File: src/rtl/fifo_rd_arbiter.sv
// fifo_rd_arbiter: aging-priority arbiter that grants the shared FIFO read port for whole bursts
module fifo_rd_arbiter #(
    parameter int N_CH     = 8,
    parameter int PRI_W    = 8,
    parameter int AGE_STEP = 1,
    parameter int TIMEOUT  = 256
) (
    input  logic                  clk,
    input  logic                  rst,
    input  logic [N_CH-1:0]       req,
    input  logic [N_CH*PRI_W-1:0] pri_bus,
    input  logic                  xfer_vld,
    input  logic                  xfer_rdy,
    input  logic                  xfer_last,
    output logic [N_CH-1:0]       gnt,
    output logic [2:0]            gnt_idx,
    output logic                  gnt_vld,
    output logic                  timeout_err
);
    localparam int WD_W = $clog2(TIMEOUT);
    typedef enum logic {IDLE, BUSY} state_t;
    state_t            state, state_n;
    logic [PRI_W-1:0]  age     [N_CH];
    logic [PRI_W-1:0]  age_n   [N_CH];
    logic [PRI_W-1:0]  age_inc [N_CH];
    logic [PRI_W-1:0]  eff     [N_CH];
    logic [PRI_W:0]    sum     [N_CH];
    logic [PRI_W:0]    inc     [N_CH];
    logic [PRI_W-1:0]  best;
    logic [2:0]        win, gnt_idx_n;
    logic [N_CH-1:0]   gnt_n;
    logic [WD_W-1:0]   wd, wd_n;
    logic              terr_n, beat;

    assign beat    = xfer_vld & xfer_rdy;
    assign gnt_vld = (state == BUSY);

    always_comb begin
        for (int i = 0; i < N_CH; i++) begin
            sum[i]     = {1'b0, pri_bus[i*PRI_W +: PRI_W]} + {1'b0, age[i]};
            eff[i]     = sum[i][PRI_W] ? '1 : sum[i][PRI_W-1:0];
            inc[i]     = {1'b0, age[i]} + (PRI_W+1)'(AGE_STEP);
            age_inc[i] = inc[i][PRI_W] ? '1 : inc[i][PRI_W-1:0];
        end
    end

    // scanning downward with >= leaves the lowest index among equal maxima
    always_comb begin
        best = '0;
        win  = '0;
        for (int i = N_CH - 1; i >= 0; i--) begin
            if (req[i] && eff[i] >= best) begin
                best = eff[i];
                win  = 3'(i);
            end
        end
    end

    always_comb begin
        state_n   = state;
        gnt_n     = gnt;
        gnt_idx_n = gnt_idx;
        terr_n    = 1'b0;
        wd_n      = wd;
        for (int i = 0; i < N_CH; i++) age_n[i] = age[i];
        if (state == IDLE) begin
            if (|req) begin
                state_n   = BUSY;
                gnt_n     = N_CH'(1) << win;
                gnt_idx_n = win;
                wd_n      = '0;
                for (int i = 0; i < N_CH; i++)
                    age_n[i] = (req[i] && win != 3'(i)) ? age_inc[i] : '0;
            end
        end else if ((beat && xfer_last) || (!beat && wd == WD_W'(TIMEOUT - 1))) begin
            state_n   = IDLE;
            gnt_n     = '0;
            gnt_idx_n = '0;
            wd_n      = '0;
            terr_n    = !(beat && xfer_last);
        end else begin
            wd_n = beat ? '0 : wd + 1'b1;
        end
    end

    always_ff @(posedge clk) begin
        if (rst) begin
            state       <= IDLE;
            gnt         <= '0;
            gnt_idx     <= '0;
            timeout_err <= 1'b0;
            wd          <= '0;
            for (int i = 0; i < N_CH; i++) age[i] <= '0;
        end else begin
            state       <= state_n;
            gnt         <= gnt_n;
            gnt_idx     <= gnt_idx_n;
            timeout_err <= terr_n;
            wd          <= wd_n;
            for (int i = 0; i < N_CH; i++) age[i] <= age_n[i];
        end
    end
endmodule

File: config.mk
export PLATFORM = sky130hd
export DESIGN_NAME = fifo_rd_arbiter
export DESIGN_NICKNAME = d
export VERILOG_FILES = /design/src/rtl/fifo_rd_arbiter.sv
export SDC_FILE = /design/constraint.sdc
export NUM_CORES = 1
export LEC_CHECK = 0
export ABC_AREA = 1
export CORE_ASPECT_RATIO = 0.6
export CORE_MARGIN = 1.5
export CORE_UTILIZATION = 55
export CTS_CLUSTER_DIAMETER = 30
export DETAILED_ROUTE_END_ITERATION = 6
export PLACE_DENSITY = 0.76
export RECOVER_POWER = 25
export SYNTH_ARGS = -nofsm -noshare
export SYNTH_HDL_FRONTEND = slang
export SYNTH_SLANG_ARGS = --single-unit
File: constraint.sdc
create_clock -name clk -period 19.7 [get_ports clk]
set_clock_uncertainty 0.1 [all_clocks]
set_input_delay 4.925 -clock clk [delete_from_list [all_inputs] [get_ports clk]]
set_output_delay 4.925 -clock clk [all_outputs]
set_load 0.02 [all_outputs]
==> qor.csv <==
metric,value,unit
Ys Warns,0,
fin util,65.2,%
Pwr Density,110,mW/mm2
clk_lat worst skew,0.36,ns
starting DRC count in detailed routing,767,
routed wl met3,1880,um
dpl cells,1710,
Final Hold Viols,0,
placed instance area,0.0104,mm2
total congestion overflow,0,
iteration count of the initial detailed-routing pass,6,
global router's overall resource usage,28.4,%
Num CTS Buffers,9,
failing checks,"capacitance limit, slew limit",
critical path class,primary input to flip-flop,
Worst Path Arrival,18.28,ns
Setup TNS,0,ns
synthesized area,0.00936,mm2
WL met2,9830,um
Max Cap Viol,1,
run status,"finished, violations left",
required time worst endpoint,19.80,ns
initial core utilization,56.9,%
CTS Hold Buffers Added,0,
max incr delay on CP,0.45,ns
Place WS,0.774,ns
Max Root-Sink Buffers,2,
final std cells w/o fill,1726,
die width,171,um
core area,0.0164,mm2
layout cells sized above 1,7.21,%
row count,36,
crit-path max FO,20,
initial antenna violation count,0,
IO Count,90,
clk root buf,clkbuf_16,
"delay-heaviest family, CP",compound AO/OA/AOI/OAI gates,
Die H,104,um
DRT met1 WL,13100,um
slew margin rel.,-141,%
# diodes,0,
final antenna-violating net count,0,
dpl hpwl,19300,um
top layer in use,met4,
final hold slack,0.390,ns
#FFs+latches synth,85,
number of remaining DRC errors,0,
average wire per standard cell,14.5,um
port buffer count,89,
Post-Route WL,25000,um
Fill cells,1512,
fin worst setup slack,1.52,ns
post-CTS setup buffer count,0,
Area Overhead vs Synth,14.4,%
Final nets,1704,
maximum VDD drop,0.105,mV
sequential share of the synthesized area,18.2,%
"Buf+Inv Stages, Crit Path",9,
Slew @ Worst Pin,3.61,ns
largest net degree at the start of global routing,77,
CTS tree,yes,
Total Die Area,0.0178,mm2
CP endpoint kind,flip-flop,
CP max stage cell,o21ai_0,
post-CTS sizing,0,
HP Class,flip-flop to flip-flop,
first-pass GRT wire length,41000,um
Final Cell Area,0.0107,mm2
Setup crit start kind,primary input,
fin crit period,18.18,ns
Crit path top cell by count,nand2_1,
RePlAce Congestion,0.934,
DR vias/cell,5.48,
Max Clk Rate,0.0550,GHz
unrepaired setup endpoints after global routing,false,
vias in the first global route,8274,
syn_nets,1638,
Final setup viols,0,
pins over their slew limit,77,
htree depth,3,
total number of vias,9466,
LEAKAGE,4.98,nW
"Avg Cell Area, Syn",6.56,um2
final worst path period share,92.3,%
total clock sinks,85,
Worst-path clk slew,0.08,ns
"most common cell after layout, fill and taps aside",nand2_1,
most frequent cells in the layout,"264 x nand2_1, 200 x inv_1, 154 x a21oi_1",
Design Power,1.18,mW
post-synth cell types,45,
Synth Instances,1427,
==> worst paths after layout <==
kind,start,to,slack (ns),depth (start not counted)
hold / removal,age[1][19]$_SDFFE_PP0P_,age[1][19]$_SDFFE_PP0P_,0.39,2
setup reg to reg,age[1][26]$_SDFFE_PP0P_,age[1][13]$_SDFFE_PP0P_,6.10,89
hold reg to reg,age[1][19]$_SDFFE_PP0P_,age[1][19]$_SDFFE_PP0P_,0.39,2
setup / recovery,pri_bus[58],age[1][13]$_SDFFE_PP0P_,1.52,90
==> routing by layer <==
metal	track usage, %	vias to the layer above
met3	4.95	13
met5	0	-
li1	-	4888
met2	39.8	326
met4	3.57	0
met1	45.3	4239
==> power breakdown <==
group	internal [mW]	switching (mW)
registers	0.191	0.0212
logic	0.286	0.509
clock network	0.0892	0.0846
==> registers in the layout (all words and copies together), names as in the netlist <==
name         cells
age             64
gnt              8
gnt_idx          3
gnt_vld          1
timeout_err      1
wd               8
==> synth_stat cells (all sizes together) <==
master / number / share of area (%)
a211oi: 4 / 0.32
a21boi: 2 / 0.16
a21o: 6 / 0.48
a21oi: 172 / 10
a221oi: 2 / 0.19
a22oi: 1 / 0.080
a31oi: 8 / 0.53
and3: 5 / 0.33
buf: 7 / 0.43
clkbuf: 32 / 1.3
dfxtp: 85 / 18
fa: 8 / 1.7
ha: 126 / 17
inv: 207 / 8.4
nand2: 281 / 12
nand3: 108 / 7.3
nand3b: 4 / 0.32
nand4: 13 / 1.2
nor2: 115 / 4.7
nor3: 19 / 1.0
nor4: 1 / 0.067
o21a: 11 / 0.88
o21ai: 144 / 7.8
o21bai: 12 / 1.1
o31ai: 1 / 0.080
or2: 15 / 1.0
or4: 1 / 0.080
xnor2: 19 / 1.8
xor2: 18 / 1.7
==> area by class of cell <==
cell class | instances | area [um2] | share of cell area, %
Tap cell | 228 | 285 | 2.66
Timing Repair Buffer | 94 | 920 | 8.59
Sequential cell | 85 | 1700 | 15.9
Clock buffer | 9 | 225 | 2.10
Inverter | 207 | 782 | 7.30
Clock inverter | 7 | 66.3 | 0.619
Multi-Input combinational cell | 1096 | 6730 | 62.8
==> tightest hold or removal path, delay by kind of cell (launching register included) <==
kind / cells / cell delay, ns
compound gates: 1 / 0.05
simple gates: 1 / 0.06
flops: 1 / 0.33
==> logic make-up (layout without fill, tap and decap cells) <==
logic type / after synthesis / after routing / share of synthesized area, %
AO/OA/AOI/OAI: 363 / 363 / 21.6
XOR/XNOR: 37 / 37 / 3.46
adder cells (fa/ha/maj): 134 / 134 / 18.5
buffers and inverters: 246 / 317 / 10.1
flip-flops: 85 / 85 / 18.2
AND/OR/NAND/NOR: 562 / 562 / 28.2
Note: power is estimated with default switching activity, not from simulation.
